==> src/rtl/vga_timing_pkg.sv <==
// Shared 640x480@60 timing constants and region helpers for the sync generator and character generator.
// Latency: none (constants and pure functions only).
// Backpressure: not applicable.
package vga_timing_pkg;

    localparam int COORD_W = 10;

    localparam int H_DISPLAY = 640;
    localparam int H_FRONT   = 16;
    localparam int H_SYNC    = 96;
    localparam int H_BACK    = 48;
    localparam int H_TOTAL   = H_DISPLAY + H_FRONT + H_SYNC + H_BACK;
    localparam int H_SYNC_START = H_DISPLAY + H_FRONT;
    localparam int H_SYNC_END   = H_SYNC_START + H_SYNC - 1;

    localparam int V_DISPLAY = 480;
    localparam int V_FRONT   = 10;
    localparam int V_SYNC    = 2;
    localparam int V_BACK    = 33;
    localparam int V_TOTAL   = V_DISPLAY + V_FRONT + V_SYNC + V_BACK;
    localparam int V_SYNC_START = V_DISPLAY + V_FRONT;
    localparam int V_SYNC_END   = V_SYNC_START + V_SYNC - 1;

    localparam int TICK_DIV_DEFAULT     = 4;
    localparam int BLINK_FRAMES_DEFAULT = 30;

    typedef logic [COORD_W-1:0] coord_t;

    // Levels as seen on the pins: syncs are active-low, video_on active-high.
    typedef struct packed {
        logic video_on;
        logic hsync;
        logic vsync;
    } sync_t;

    localparam sync_t SYNC_RESET = '{video_on: 1'b1, hsync: 1'b1, vsync: 1'b1};

    function automatic logic in_range(input coord_t v, input coord_t lo, input coord_t hi);
        return (v >= lo) && (v <= hi);
    endfunction

    function automatic sync_t sync_levels(
        input coord_t x,
        input coord_t y,
        input coord_t h_vis,
        input coord_t v_vis,
        input coord_t hs_start,
        input coord_t hs_end,
        input coord_t vs_start,
        input coord_t vs_end
    );
        sync_t s;
        s.video_on = (x < h_vis) && (y < v_vis);
        s.hsync    = !in_range(x, hs_start, hs_end);
        s.vsync    = !in_range(y, vs_start, vs_end);
        return s;
    endfunction

endpackage

==> src/rtl/blink_divider.sv <==
// Cursor blink divider: toggles parpadeo every BLINK_FRAMES frame_tick pulses.
// Latency: parpadeo changes on the clk edge after the completing frame_tick.
// Backpressure: none; frame_tick is a free-running strobe.
module blink_divider #(
    parameter int BLINK_FRAMES = 30
) (
    input  logic clk,
    input  logic reset,
    input  logic frame_tick,
    output logic parpadeo
);

    localparam int CNT_W = (BLINK_FRAMES > 1) ? $clog2(BLINK_FRAMES) : 1;
    localparam logic [CNT_W-1:0] CNT_LAST = CNT_W'(BLINK_FRAMES - 1);

    logic [CNT_W-1:0] frame_cnt;

    always_ff @(posedge clk or posedge reset) begin
        if (reset) begin
            frame_cnt <= '0;
            parpadeo  <= 1'b0;
        end else if (frame_tick) begin
            if (frame_cnt == CNT_LAST) begin
                frame_cnt <= '0;
                parpadeo  <= ~parpadeo;
            end else begin
                frame_cnt <= frame_cnt + 1'b1;
            end
        end
    end

endmodule

==> src/rtl/vga_sync_gen.sv <==
// VGA sync generator: pixel strobe, pixel coordinates, registered hsync/vsync/video_on, frame tick, blink (VGA_BLINK_EN).
// Latency: all outputs are flops; sync/video_on change on the same clk edge as pixel_x/pixel_y.
// Backpressure: none; free-running timing source.
module vga_sync_gen
    import vga_timing_pkg::*;
#(
    parameter int HD           = H_DISPLAY,
    parameter int HFP          = H_FRONT,
    parameter int HSW          = H_SYNC,
    parameter int HBP          = H_BACK,
    parameter int VD           = V_DISPLAY,
    parameter int VFP          = V_FRONT,
    parameter int VSW          = V_SYNC,
    parameter int VBP          = V_BACK,
    parameter int TICK_DIV     = TICK_DIV_DEFAULT,
    parameter int BLINK_FRAMES = BLINK_FRAMES_DEFAULT
) (
    input  logic         clk,
    input  logic         reset,
    output logic         p_tick,
    output logic [9:0]   pixel_x,
    output logic [9:0]   pixel_y,
    output logic         video_on,
    output logic         hsync,
    output logic         vsync,
    output logic         frame_tick,
    output logic         parpadeo
);

    localparam int H_TOT = HD + HFP + HSW + HBP;
    localparam int V_TOT = VD + VFP + VSW + VBP;

    localparam coord_t H_LAST   = coord_t'(H_TOT - 1);
    localparam coord_t V_LAST   = coord_t'(V_TOT - 1);
    localparam coord_t H_VIS    = coord_t'(HD);
    localparam coord_t V_VIS    = coord_t'(VD);
    localparam coord_t HS_START = coord_t'(HD + HFP);
    localparam coord_t HS_END   = coord_t'(HD + HFP + HSW - 1);
    localparam coord_t VS_START = coord_t'(VD + VFP);
    localparam coord_t VS_END   = coord_t'(VD + VFP + VSW - 1);

    localparam int DIV_W = (TICK_DIV > 1) ? $clog2(TICK_DIV) : 1;
    localparam logic [DIV_W-1:0] DIV_LAST = DIV_W'(TICK_DIV - 1);

    logic [DIV_W-1:0] div_q;
    logic [DIV_W-1:0] div_d;
    coord_t           x_d;
    coord_t           y_d;
    logic             x_wrap;
    logic             y_wrap;
    logic             frame_d;
    sync_t            sync_q;

    // p_tick is registered from the next divider value, so it is high exactly while div_q == DIV_LAST.
    always_comb begin
        div_d   = (div_q == DIV_LAST) ? '0 : div_q + 1'b1;
        x_wrap  = (pixel_x == H_LAST);
        y_wrap  = (pixel_y == V_LAST);
        x_d     = pixel_x;
        y_d     = pixel_y;
        frame_d = 1'b0;
        if (p_tick) begin
            x_d = x_wrap ? '0 : pixel_x + 1'b1;
            if (x_wrap) begin
                y_d = y_wrap ? '0 : pixel_y + 1'b1;
            end
            frame_d = x_wrap && y_wrap;
        end
    end

    // Sync levels come from the next-state coordinates so every output moves on one edge.
    always_ff @(posedge clk or posedge reset) begin
        if (reset) begin
            div_q      <= '0;
            p_tick     <= 1'b0;
            pixel_x    <= '0;
            pixel_y    <= '0;
            sync_q     <= SYNC_RESET;
            frame_tick <= 1'b0;
        end else begin
            div_q      <= div_d;
            p_tick     <= (div_d == DIV_LAST);
            pixel_x    <= x_d;
            pixel_y    <= y_d;
            sync_q     <= sync_levels(x_d, y_d, H_VIS, V_VIS, HS_START, HS_END, VS_START, VS_END);
            frame_tick <= frame_d;
        end
    end

    assign video_on = sync_q.video_on;
    assign hsync    = sync_q.hsync;
    assign vsync    = sync_q.vsync;

`ifdef VGA_BLINK_EN
    blink_divider #(
        .BLINK_FRAMES(BLINK_FRAMES)
    ) u_blink_divider (
        .clk        (clk),
        .reset      (reset),
        .frame_tick (frame_tick),
        .parpadeo   (parpadeo)
    );
`else
    logic unused_blink_cfg;
    assign unused_blink_cfg = (BLINK_FRAMES > 0);
    assign parpadeo         = 1'b0;
`endif

endmodule

==> config.mk <==
export PLATFORM = sky130hd
export DESIGN_NAME = vga_sync_gen
export DESIGN_NICKNAME = d
export VERILOG_FILES = /design/src/rtl/vga_timing_pkg.sv /design/src/rtl/blink_divider.sv /design/src/rtl/vga_sync_gen.sv
export SDC_FILE = /design/constraint.sdc
export NUM_CORES = 1
export LEC_CHECK = 0
export BUFFER_PORTS_ARGS = -buffer_cell sky130_fd_sc_hd__buf_2
export CAP_MARGIN = 20
export CORE_MARGIN = 8
export CORE_UTILIZATION = 51
export CTS_BUF_LIST = sky130_fd_sc_hd__clkbuf_4
export DETAILED_ROUTE_END_ITERATION = 7
export GPL_ROUTABILITY_DRIVEN = 0
export PLACE_DENSITY = 0.78
export SLEW_MARGIN = 40
export SYNTH_ARGS = -nofsm -noshare
export SYNTH_HDL_FRONTEND = slang
export SYNTH_SLANG_ARGS = --single-unit
==> constraint.sdc <==
create_clock -name clk -period 1.9 [get_ports clk]
set_input_delay 0.095 -clock clk [delete_from_list [all_inputs] [get_ports clk]]
set_output_delay 0.095 -clock clk [all_outputs]
set_load 0.1 [all_outputs]
# Yosys cells after proc, flatten, opt, wreduce, memory -nomap -nowiden

Cells that the tools add are included.
W data, S select, Z words.

Input bits: 2
Register bits after elaboration: 27
Logic and storage cells: 34
Output and inout bits: 26

$lt $le $gt $ge: 6
$add $sub $neg: 3
Muxes and demuxes: 7
Reduce and logical (&&, ||, !) cells: 6
Equal/unequal tests: 4

Operator list:

| cell                    | count |
|---|---|
| $mux W10                | 5 |
| $add A10 B1 Y10 const B | 2 |
| $eq A10 B10 Y1 const B  | 2 |
| $ge A10 B10 Y1 const B  | 1 |
| $ge A10 B9 Y1 const B   | 1 |
| $le A10 B10 Y1 const B  | 1 |
| $le A10 B9 Y1 const B   | 1 |
| $lt A10 B10 Y1 const B  | 1 |
| $lt A10 B9 Y1 const B   | 1 |
| $eq A2 B2 Y1 const B    | 2 |
| $logic_and A1 B1 Y1     | 4 |
| $add A2 B1 Y2 const B   | 1 |
| $logic_not A1 Y1        | 2 |
| $mux W2                 | 1 |
| $mux W1                 | 1 |

# Depth between registers and ports, before layout

Gate-level depths: netlist of the first run.

Depth after elaboration: 7
Depth in mapped cells: 8
Gate-level depth less buffers: 7

# Worst setup path before layout of the first run

No wires, ideal clock.

Path type: reg2reg
Start: register pixel_y[5]
End: register sync_q, in the netlist vsync
Library setup time: 0.099 ns
Cell stages (with the launch flop): 7
Data arrival time: 2.527 ns
Slack: -0.727 ns
Cells stage by stage: dfrtp_1 -> buf_6 -> or4_4 -> or4_4 -> a21o_1 -> a22o_1 -> nand4b_1

Cells in the longest elaborated chain, start to end: 7
Elaborated cells on any way between the ends: 9
Classes of those cells: add/sub: 1; order compare: 2; eq/ne: 1; mux: 3; reduce/logical: 2

Ends and longest elaborated chain:

| item                                                     | RTL line                               | RTL |
|---|---|---|
| start: declaration                                       | vga_sync_gen.sv:22                     | `output logic [9:0] pixel_y,` |
| start signal: assignment                                 | vga_sync_gen.sv:84                     | `pixel_y <= y_d;` |
| $add A10 B1 Y10 / $eq A10 B10 Y1 (equally long branches) | vga_sync_gen.sv:65, vga_sync_gen.sv:58 |  |
| $mux W10 (*)                                             | vga_sync_gen.sv:65                     | `y_d = y_wrap ? '0 : pixel_y + 1'b1;` |
| $mux W10 (*)                                             | vga_sync_gen.sv:64                     | `if (x_wrap) begin` |
| $mux W10 (*)                                             | vga_sync_gen.sv:62                     | `if (p_tick) begin` |
| named net y_d[9]                                         | vga_sync_gen.sv:48                     | `coord_t y_d;` |
| $ge A10 B9 Y1 / $le A10 B9 Y1 (equally long branches)    | vga_timing_pkg.sv:39                   | `return (v >= lo) && (v <= hi);` |
| $logic_and A1 B1 Y1 (*)                                  | vga_timing_pkg.sv:39                   |  |
| $logic_not A1 Y1 (*)                                     | vga_timing_pkg.sv:55                   | `s.vsync = !in_range(y, vs_start, vs_end);` |
| end signal: assignment                                   | vga_sync_gen.sv:85                     | `sync_q <= sync_levels(x_d, y_d, H_VIS, V_VIS, HS_START, HS_END, VS_START, VS_END);` |
| end: declaration                                         | vga_sync_gen.sv:52                     | `sync_t sync_q;` |

Mark *: on every way through the listed nets, which the timed path passes. The rest lies on a longest branch.

# Worst setup path in the final report of the first run

Start: register pixel_y[8]
End: register sync_q, in the netlist vsync

The elaborated chain is that of the path after synthesis.

==> summary.md, run 1 <==
| Metric | Value |
|---|---|
| Status | `complete, but fails checks` |
| Violated checks | `negative setup slack` |
| Cell count after synthesis | `150` |
| Fill cells | `199` |
| Internal Dissipation | `0.000675 W` |
| Insertion delay of the later-clocked pin in the worst-skew pair | `0.33 ns` |
| Highest clock rate | `473 MHz` |
| DIE WIDTH | `69.2 microns` |
| Sequential power share | `66.0%` |
| Final Net Count | `210` |
| Sequential share of the synthesized area | `47.0%` |
| Yosys warning count | `0` |
| # port buffers | `26` |
| Antenna-violating nets left | `0` |
| Largest net degree at the start of global routing | `28` |
| CTS tree | `done` |
| Wirelength per Cell | `16.4 microns` |
| Most frequent cell after synthesis | `sky130_fd_sc_hd__dfrtp_1` |
| Crit share post-route | `111%` |
| Multi-input combinational cell area | `792 sq um` |
| Count of endpoints failing hold in the final timing report | `0` |
| Filler-free cell count of the finished design | `233` |
| Uppermost metal layer occupied by signal nets | `met4` |
| Tmin final | `2.12 ns` |
| CTS Buf Count | `3` |
| LEAKAGE | `0.925 nW` |
| Count of vias placed by the detailed router | `1380` |
| Final routed wirelength across all metal layers | `3.82 mm` |
| Met3 wirelength from detailed routing | `312 microns` |
| Starting utilization of the core area | `52.9%` |
| Number of DRC violations after detailed-routing iteration 0 | `115` |
| Share of post-route cells with drive strength above 1 | `46.5%` |
| Placement Cell Area | `1830 sq um` |
| Cell type with the largest total area after synthesis | `sky130_fd_sc_hd__dfrtp_1` |
| Final routed DRC violation total | `0` |
| Deepest clock path buffer count | `2` |
| Final setup slack of the worst path | `-0.215 ns` |
| Number of global-route vias before repair | `1285` |
| Overall overflow remaining after global route | `0` |
| Reg2Reg Depth | `5` |
| Floorplan core area | `2730 sq um` |
| Average instance area after synthesis | `9.63 sq um` |
| Row count | `19` |
| Final hold slack | `0.331 ns` |
| Global-route total usage across every layer | `14.8%` |
| Yosys cell types | `43` |
| Synthesized Nets | `157` |
| Sw Share | `22.5%` |
| Net switching component of the power | `0.000195 W` |
| DR pass1 iterations | `4` |
| Required time worst endpoint | `2.15 ns` |
| First-pass GRT wire length | `6.06 mm` |
| Ratio of total power to cell area | `443 nW/um^2` |
| Area growth, synth to finish | `35.9%` |
| End of the worst register-to-register path | `vsync` |
| Combinational power share | `2.7%` |
| Post-synthesis register bit count | `27` |
| Post-route cell area | `1960 sq um` |
| Most numerous cell types in the synthesized netlist | `sky130_fd_sc_hd__dfrtp_1 (24), sky130_fd_sc_hd__nand2_1 (14), sky130_fd_sc_hd__nor2_1 (13), sky130_fd_sc_hd__nand3_1 (10), sky130_fd_sc_hd__inv_1 (9)` |
| Proportion of netlist area held by the largest area contributor | `41.6%` |
| Number of sinks handled by clock tree synthesis | `27` |
| Pre-CTS setup slack | `-0.236 ns` |
| Worst hold-check path type | `in -> async` |
| Sequential cell area in the final layout | `719 sq um` |
| Clock transition at the register clock pins on the worst setup and hold paths after CTS | `0.15 ns` |
| Total die area | `4790 sq um` |
| Clock Root Buffer | `sky130_fd_sc_hd__clkbuf_4` |
| Setup repair after global routing missed its margin | `yes` |
| Crit end category | `register` |
| MaxCap Viol Count | `0` |
| Critical Path Start Type | `register` |
| Prevailing post-synth register cell | `sky130_fd_sc_hd__dfrtp_1` |
| Highest ir drop seen on vdd | `0.000433 V` |
| Ant. Diodes | `0` |
| Area share of and/or/nand/nor cells after synthesis | `24.9%` |
| Share of synthesized cell area in full adder, half adder and majority cells | `4.33%` |
| Number of flops mapped to enable cells by yosys | `0` |
| Cell total after placement | `225` |
| Share of the core filled with cells in the final layout | `71.9%` |
| Portion of netlist area occupied by mux cells | `1.39%` |
| Crit Path Max Fanout | `3` |
| Data arrival at the endpoint of the critical path | `2.37 ns` |
| Placed wire-length estimate after detailed placement | `2.56 mm` |
| Die boundary height | `69.2 microns` |
| Detailed-routed wire length on met2 | `1.88 mm` |
| Via density per instance | `5.92` |
| Crit Path Class | `reg -> reg` |
| Clock network power share | `31.3%` |
| Antenna violations before repair | `0` |
| Routed metal-1 wirelength | `1.55 mm` |
| Number of placed I/O pins | `28` |
| Number of slew-limit violations in the final report | `0` |
| Combinational family with the most area after synthesis | `simple AND/OR/NAND/NOR gates` |
| Complex-gate fraction of the synthesized area | `10.7%` |
| Xor and xnor fraction of the mapped netlist area | `6.67%` |
| FFs w/ async S/R, synth | `100%` |
| Cell Area, Synth | `1450 sq um` |
| Setup slack of the worst register-to-register path | `-0.22 ns` |
| Final setup vio count | `5` |
| Maximum level of the CTS H-tree | `1` |
| Clock Skews | `0.0122 ns` |
| Start of the worst register-to-register path | `pixel_y[8]` |
| Top area cells in the synthesized netlist | `sky130_fd_sc_hd__dfrtp_1 (42%), sky130_fd_sc_hd__dfstp_2 (5.5%), sky130_fd_sc_hd__ha_1 (4.3%)` |
[power by group through the flow]
stage	clock, W	sequential [W]	combinational [W]
final	0.000272	0.000575	0.0000236
after global routing	0.000298	0.000575	0.0000266
after CTS	0.000279	0.000575	0.0000246
after detailed placement	0	0.000586	0.0000230
after global placement	0	0.000586	0.0000223
after floorplan	0	0.000586	0.0000186
[kinds of logic (layout without fill, tap and decap cells)]
logic type	after synthesis	count (layout)
AO/OA/AOI/OAI	23	23
AND/OR/NAND/NOR	66	66
flip-flops	27	27
other	1	1
XOR/XNOR	11	11
multiplexers	2	2
adder cells (fa/ha/maj)	5	5
buffers and inverters	15	67
[through the flow]
stage                     TNS, ns  power (W)
final                      -0.614   0.000870
after global routing       -0.970   0.000899
after CTS                  -0.542   0.000878
after detailed placement   -0.757   0.000609
after global placement     -0.453   0.000608
after floorplan             -2.33   0.000604
[metal layers]
layer | track usage (%) | up-vias
li1 | - | 641
met1 | 18.8 | 658
met2 | 23.8 | 70
met3 | 3.72 | 11
met4 | 4.78 | 0
met5 | 0 | -
[worst max path at each step]
stage | start | endpoint | slack, ns | cells past startpoint
floorplan | pixel_y[5] | vsync | -0.49 | 6
global placement | pixel_y[5] | vsync | -0.17 | 5
detailed placement | pixel_y[5] | vsync | -0.24 | 5
CTS | pixel_y[5] | vsync | -0.22 | 5
global route | pixel_y[0] | vsync | -0.27 | 7
finish | pixel_y[8] | vsync | -0.22 | 5
[cell type report]
cell class / count / share of cell area, %
clock buffer: 4 / 1.53
inverter: 9 / 1.72
multi-input combinational: 108 / 40.3
sequential: 27 / 36.6
tap: 31 / 1.97
timing repair buffer: 54 / 17.8
[flip-flops by register name (all words and copies together), names as in the netlist]
| register | count |
|---|---|
| hsync | 1 |
| frame_tick | 1 |
| vsync | 1 |
| pixel_x | 10 |
| pixel_y | 10 |
| div_q | 2 |
| video_on | 1 |
| p_tick | 1 |
[critical path, stage by stage (launching register included)]
cell and delay, ns:
sky130_fd_sc_hd__dfrtp_2 0.44, sky130_fd_sc_hd__or4_4 0.54, sky130_fd_sc_hd__or4_4 0.43, sky130_fd_sc_hd__a21o_1 0.17
sky130_fd_sc_hd__a22o_1 0.26, sky130_fd_sc_hd__nand4b_1 0.20
[cell usage in the layout (no fill, tap or decap), types with 4 or more instances in the layout]
master / netlist / layout
sky130_fd_sc_hd__dfrtp_4: 0 / 7
sky130_fd_sc_hd__xor2_1: 4 / 4
sky130_fd_sc_hd__nand4_1: 5 / 5
sky130_fd_sc_hd__ha_1: 5 / 4
sky130_fd_sc_hd__nor2_1: 13 / 12
sky130_fd_sc_hd__nand3_1: 10 / 9
sky130_fd_sc_hd__o21ai_0: 8 / 5
sky130_fd_sc_hd__inv_1: 9 / 9
sky130_fd_sc_hd__clkbuf_4: 0 / 4
sky130_fd_sc_hd__xnor2_1: 7 / 7
sky130_fd_sc_hd__nand2_1: 14 / 14
sky130_fd_sc_hd__buf_2: 0 / 26
sky130_fd_sc_hd__dfrtp_2: 0 / 11
sky130_fd_sc_hd__buf_4: 1 / 25
sky130_fd_sc_hd__dfrtp_1: 24 / 6
[repair_timing]
action                                  CTS  global route
buffers inserted                          1             2
endpoints found under the setup margin    8             9
resized for setup                         4            14
hold buffers                              1             0
pin swaps                                 4             9
hold endpoints to repair                 24             0
(Power assumes the default switching activity.)
==> run 2: changes to the inputs <==
--- a/config.mk
+++ b/config.mk
@@ -8,12 +8,12 @@
 export BUFFER_PORTS_ARGS = -buffer_cell sky130_fd_sc_hd__buf_2
 export CAP_MARGIN = 20
 export CORE_MARGIN = 8
-export CORE_UTILIZATION = 51
-export CTS_BUF_LIST = sky130_fd_sc_hd__clkbuf_4
+export CORE_UTILIZATION = 49
 export DETAILED_ROUTE_END_ITERATION = 7
 export GPL_ROUTABILITY_DRIVEN = 0
-export PLACE_DENSITY = 0.78
+export PLACE_DENSITY = 0.76
 export SLEW_MARGIN = 40
 export SYNTH_ARGS = -nofsm -noshare
 export SYNTH_HDL_FRONTEND = slang
+export SYNTH_HIERARCHICAL = 1
 export SYNTH_SLANG_ARGS = --single-unit
==> run 2 against run 1 <==
Hold slack worse by 0.028 ns. Largest cell class unchanged. Maximum frequency increased by 1.3%. Combinational power rose by 7%. Synthesized cell count did not move. Global-route usage shrank 0.53 points. The flow still finishes with violations (negative setup slack). First-iteration DRC count decreased by 39%. Non-clock buffer count increased by 2.
==> summary.md, run 2 <==
| Metric | Value |
|---|---|
| Cell count after synthesis | `150 (unchanged)` |
| Fill cells | `221 (was 199)` |
| Starting utilization of the core area | `52.0% (was 52.9%)` |
| Crit end category | `register (unchanged)` |
| Xor and xnor fraction of the mapped netlist area | `6.67% (unchanged)` |
| Complex-gate fraction of the synthesized area | `10.7% (unchanged)` |
| Floorplan core area | `2780 sq um (was 2730 sq um)` |
| DR pass1 iterations | `4 (unchanged)` |
| Clock Root Buffer | `sky130_fd_sc_hd__clkbuf_4 (unchanged)` |
| Multi-input combinational cell area | `761 sq um (was 792 sq um)` |
| Number of placed I/O pins | `28 (unchanged)` |
| Ratio of total power to cell area | `437 nW/um^2 (was 443 nW/um^2)` |
| CTS tree | `done (unchanged)` |
| Most used cells in the layout excluding fill and tap cells | `sky130_fd_sc_hd__buf_4 (28), sky130_fd_sc_hd__buf_2 (26), sky130_fd_sc_hd__nand2_1 (14) (was sky130_fd_sc_hd__buf_2 (26), sky130_fd_sc_hd__buf_4 (25), sky130_fd_sc_hd__nand2_1 (14))` |
| Clock Skews | `0.00435 ns (was 0.0122 ns)` |
| Combinational family with the most area after synthesis | `simple AND/OR/NAND/NOR gates (unchanged)` |
| Area share of and/or/nand/nor cells after synthesis | `24.9% (unchanged)` |
| MaxCap Viol Count | `0 (unchanged)` |
| Proportion of netlist area held by the largest area contributor | `41.6% (unchanged)` |
| Deepest clock path buffer count | `2 (unchanged)` |
| Area growth, synth to finish | `34.4% (was 35.9%)` |
| Largest net degree at the start of global routing | `23 (was 28)` |
| Number of slew-limit violations in the final report | `0 (unchanged)` |
| Highest ir drop seen on vdd | `0.000363 V (was 0.000433 V)` |
| Antenna-violating nets left | `0 (unchanged)` |
| Post-synthesis register bit count | `27 (unchanged)` |
| Most common cell after layout, fill and taps aside | `sky130_fd_sc_hd__buf_4 (was sky130_fd_sc_hd__buf_2)` |
| Final routed DRC violation total | `0 (unchanged)` |
| Prevailing post-synth register cell | `sky130_fd_sc_hd__dfrtp_1 (unchanged)` |
| Share of synthesized cell area in full adder, half adder and majority cells | `4.33% (unchanged)` |
| Data arrival at the endpoint of the critical path | `2.35 ns (was 2.37 ns)` |
| Placed wire-length estimate after detailed placement | `2.65 mm (was 2.56 mm)` |
| Insertion delay of the later-clocked pin in the worst-skew pair | `0.32 ns (was 0.33 ns)` |
| Row count | `19 (unchanged)` |
| Via density per instance | `5.52 (was 5.92)` |
| Yosys cell types | `43 (unchanged)` |
| Crit Path Class | `reg -> reg (unchanged)` |
| Post-route cell area | `1940 sq um (was 1960 sq um)` |
| Wirelength per Cell | `14.4 microns (was 16.4 microns)` |
| Final setup slack of the worst path | `-0.189 ns (was -0.215 ns)` |
| Violated checks | `negative setup slack (unchanged)` |
| Number of global-route vias before repair | `1286 (was 1285)` |
| Highest clock rate | `479 MHz (was 473 MHz)` |
| DIE WIDTH | `70.3 microns (was 69.2 microns)` |
| Antenna violations before repair | `0 (unchanged)` |
| Overall overflow remaining after global route | `0 (unchanged)` |
| Number of flops mapped to enable cells by yosys | `0 (unchanged)` |
| CTS Buf Count | `3 (unchanged)` |
| First-pass GRT wire length | `5.93 mm (was 6.06 mm)` |
| Die boundary height | `70.3 microns (was 69.2 microns)` |
| Ant. Diodes | `0 (unchanged)` |
| Count of endpoints failing hold in the final timing report | `0 (unchanged)` |
| Average instance area after synthesis | `9.63 sq um (unchanged)` |
| Most frequent cell after synthesis | `sky130_fd_sc_hd__dfrtp_1 (unchanged)` |
| Cell type with the largest total area after synthesis | `sky130_fd_sc_hd__dfrtp_1 (unchanged)` |
| Portion of netlist area occupied by mux cells | `1.39% (unchanged)` |
| Worst hold-check path type | `in -> async (unchanged)` |
| Number of DRC violations after detailed-routing iteration 0 | `70 (was 115)` |
| Cell Area, Synth | `1450 sq um (unchanged)` |
| Placement Cell Area | `1860 sq um (was 1830 sq um)` |
| Setup repair after global routing missed its margin | `yes (unchanged)` |
| Crit Path Max Fanout | `3 (unchanged)` |
| Most numerous cell types in the synthesized netlist | `sky130_fd_sc_hd__dfrtp_1 (24), sky130_fd_sc_hd__nand2_1 (14), sky130_fd_sc_hd__nor2_1 (13), sky130_fd_sc_hd__nand3_1 (10), sky130_fd_sc_hd__inv_1 (9) (unchanged)` |
| Number of sinks handled by clock tree synthesis | `27 (unchanged)` |
| Global-route total usage across every layer | `14.3% (was 14.8%)` |
| Maximum level of the CTS H-tree | `1 (unchanged)` |
| # port buffers | `26 (unchanged)` |
| Yosys warning count | `6 (was 0)` |
| Share of the core filled with cells in the final layout | `69.8% (was 71.9%)` |
| Tmin final | `2.09 ns (was 2.12 ns)` |
| Top area cells in the synthesized netlist | `sky130_fd_sc_hd__dfrtp_1 (42%), sky130_fd_sc_hd__dfstp_2 (5.5%), sky130_fd_sc_hd__ha_1 (4.3%) (unchanged)` |
| Final setup vio count | `4 (was 5)` |
| Crit share post-route | `110% (was 111%)` |
| Sequential cell area in the final layout | `719 sq um (unchanged)` |
| Count of vias placed by the detailed router | `1297 (was 1380)` |
| Clock transition at the register clock pins on the worst setup and hold paths after CTS | `0.14 ns (was 0.15 ns)` |
| Final Net Count | `212 (was 210)` |
| Critical Path Start Type | `register (unchanged)` |
| LEAKAGE | `0.933 nW (was 0.925 nW)` |
| Status | `complete, but fails checks (unchanged)` |
| Sequential share of the synthesized area | `47.0% (unchanged)` |
| Accumulated negative setup slack | `-0.358 ns (was -0.614 ns)` |
| Synthesized Nets | `157 (unchanged)` |
| Required time worst endpoint | `2.16 ns (was 2.15 ns)` |
| Final routed wirelength across all metal layers | `3.38 mm (was 3.82 mm)` |
| Share of post-route cells with drive strength above 1 | `46.6% (was 46.5%)` |
| Leading registers by flop count | `pixel_x x10, pixel_y x10, div_q x2 (unchanged)` |
| Total die area | `4940 sq um (was 4790 sq um)` |
| FFs w/ async S/R, synth | `100% (unchanged)` |
==> run 2: cell counts after synthesis <==
No cell type changed its count.
==> run 2: per-stage QoR <==
| stage | total power (W) | std cells | worst slack (ns) | hold slack, ns |
|---|---|---|---|---|
| finish | 0.000848 | 235 | -0.189 | 0.302 |
| global route | 0.000888 | 235 | -0.234 | 0.321 |
| CTS | 0.000864 | 234 | -0.199 | 0.477 |
| detailed placement | 0.000610 | 229 | -0.200 | 0.306 |
| global placement | 0.000610 | 229 | -0.164 | 0.285 |
| floorplan | 0.000604 | 150 | -0.495 | 0.145 |
==> run 2: cell families (layout without fill, tap and decap cells) <==
| logic type | count (synthesis) | in the layout |
|---|---|---|
| compound gates | 23 | 23 |
| buf+inv | 15 | 69 |
| mux | 2 | 2 |
| simple gates | 66 | 66 |
| xor+xnor | 11 | 11 |
| other cells | 1 | 1 |
| fa+ha+maj | 5 | 5 |
| flops | 27 | 27 |
==> run 2: worst paths after layout <==
kind	start	end	slack (ns)	depth (start not counted)
min	reset	div_q[0]	0.30	3
min in group clk	div_q[0]	div_q[0]	0.47	1
max	pixel_y[5]	vsync	-0.19	5
max reg2reg	pixel_y[5]	vsync	-0.19	5
max in group asynchronous	reset	video_on	1.05	4
min reg2reg	div_q[0]	div_q[0]	0.47	1
==> run 2: layout make-up <==
type                            count  area share (%)
Clock buffer                        3            1.16
Clock inverter                      1           0.258
Inverter                            9            1.74
Multi-Input combinational cell    108            39.2
Sequential cell                    27            37.0
Tap cell                           31            2.00
Timing Repair Buffer               56            18.6
==> run 2: where the power goes <==
part / switching [W] / leakage [nW] / total, W / internal [W]
Combinational: 0.0000204 / 0.593 / 0.0000253 / 0.00000484
Sequential: 0 / 0.323 / 0.000575 / 0.000575
Clock: 0.000169 / 0.0177 / 0.000248 / 0.0000790
==> run 2: critical path, cell delays in order, from the launching register on <==
cell                       delay (ns)
sky130_fd_sc_hd__dfrtp_4         0.50
sky130_fd_sc_hd__or4_4           0.51
sky130_fd_sc_hd__or4_4           0.43
sky130_fd_sc_hd__a21o_1          0.17
sky130_fd_sc_hd__a22o_1          0.24
sky130_fd_sc_hd__nand4b_1        0.18
==> run 2: repair_timing <==
item                                    CTS  global route
pin swaps                                 2             4
resized for setup                         4             7
hold buffers                              1             0
endpoints found under the setup margin    8            10
buffers inserted                          0             1
hold endpoints to repair                 20             0
==> run 2: per-layer routing <==
| layer | up-vias | track usage [%] | share of wire [%] |
|---|---|---|---|
| li1 | 641 | - | - |
| met1 | 601 | 17.9 | 45 |
| met2 | 49 | 23.1 | 47 |
| met3 | 6 | 3.25 | 6.4 |
| met4 | 0 | 5.36 | 1.9 |
| met5 | - | 0 | 0 |
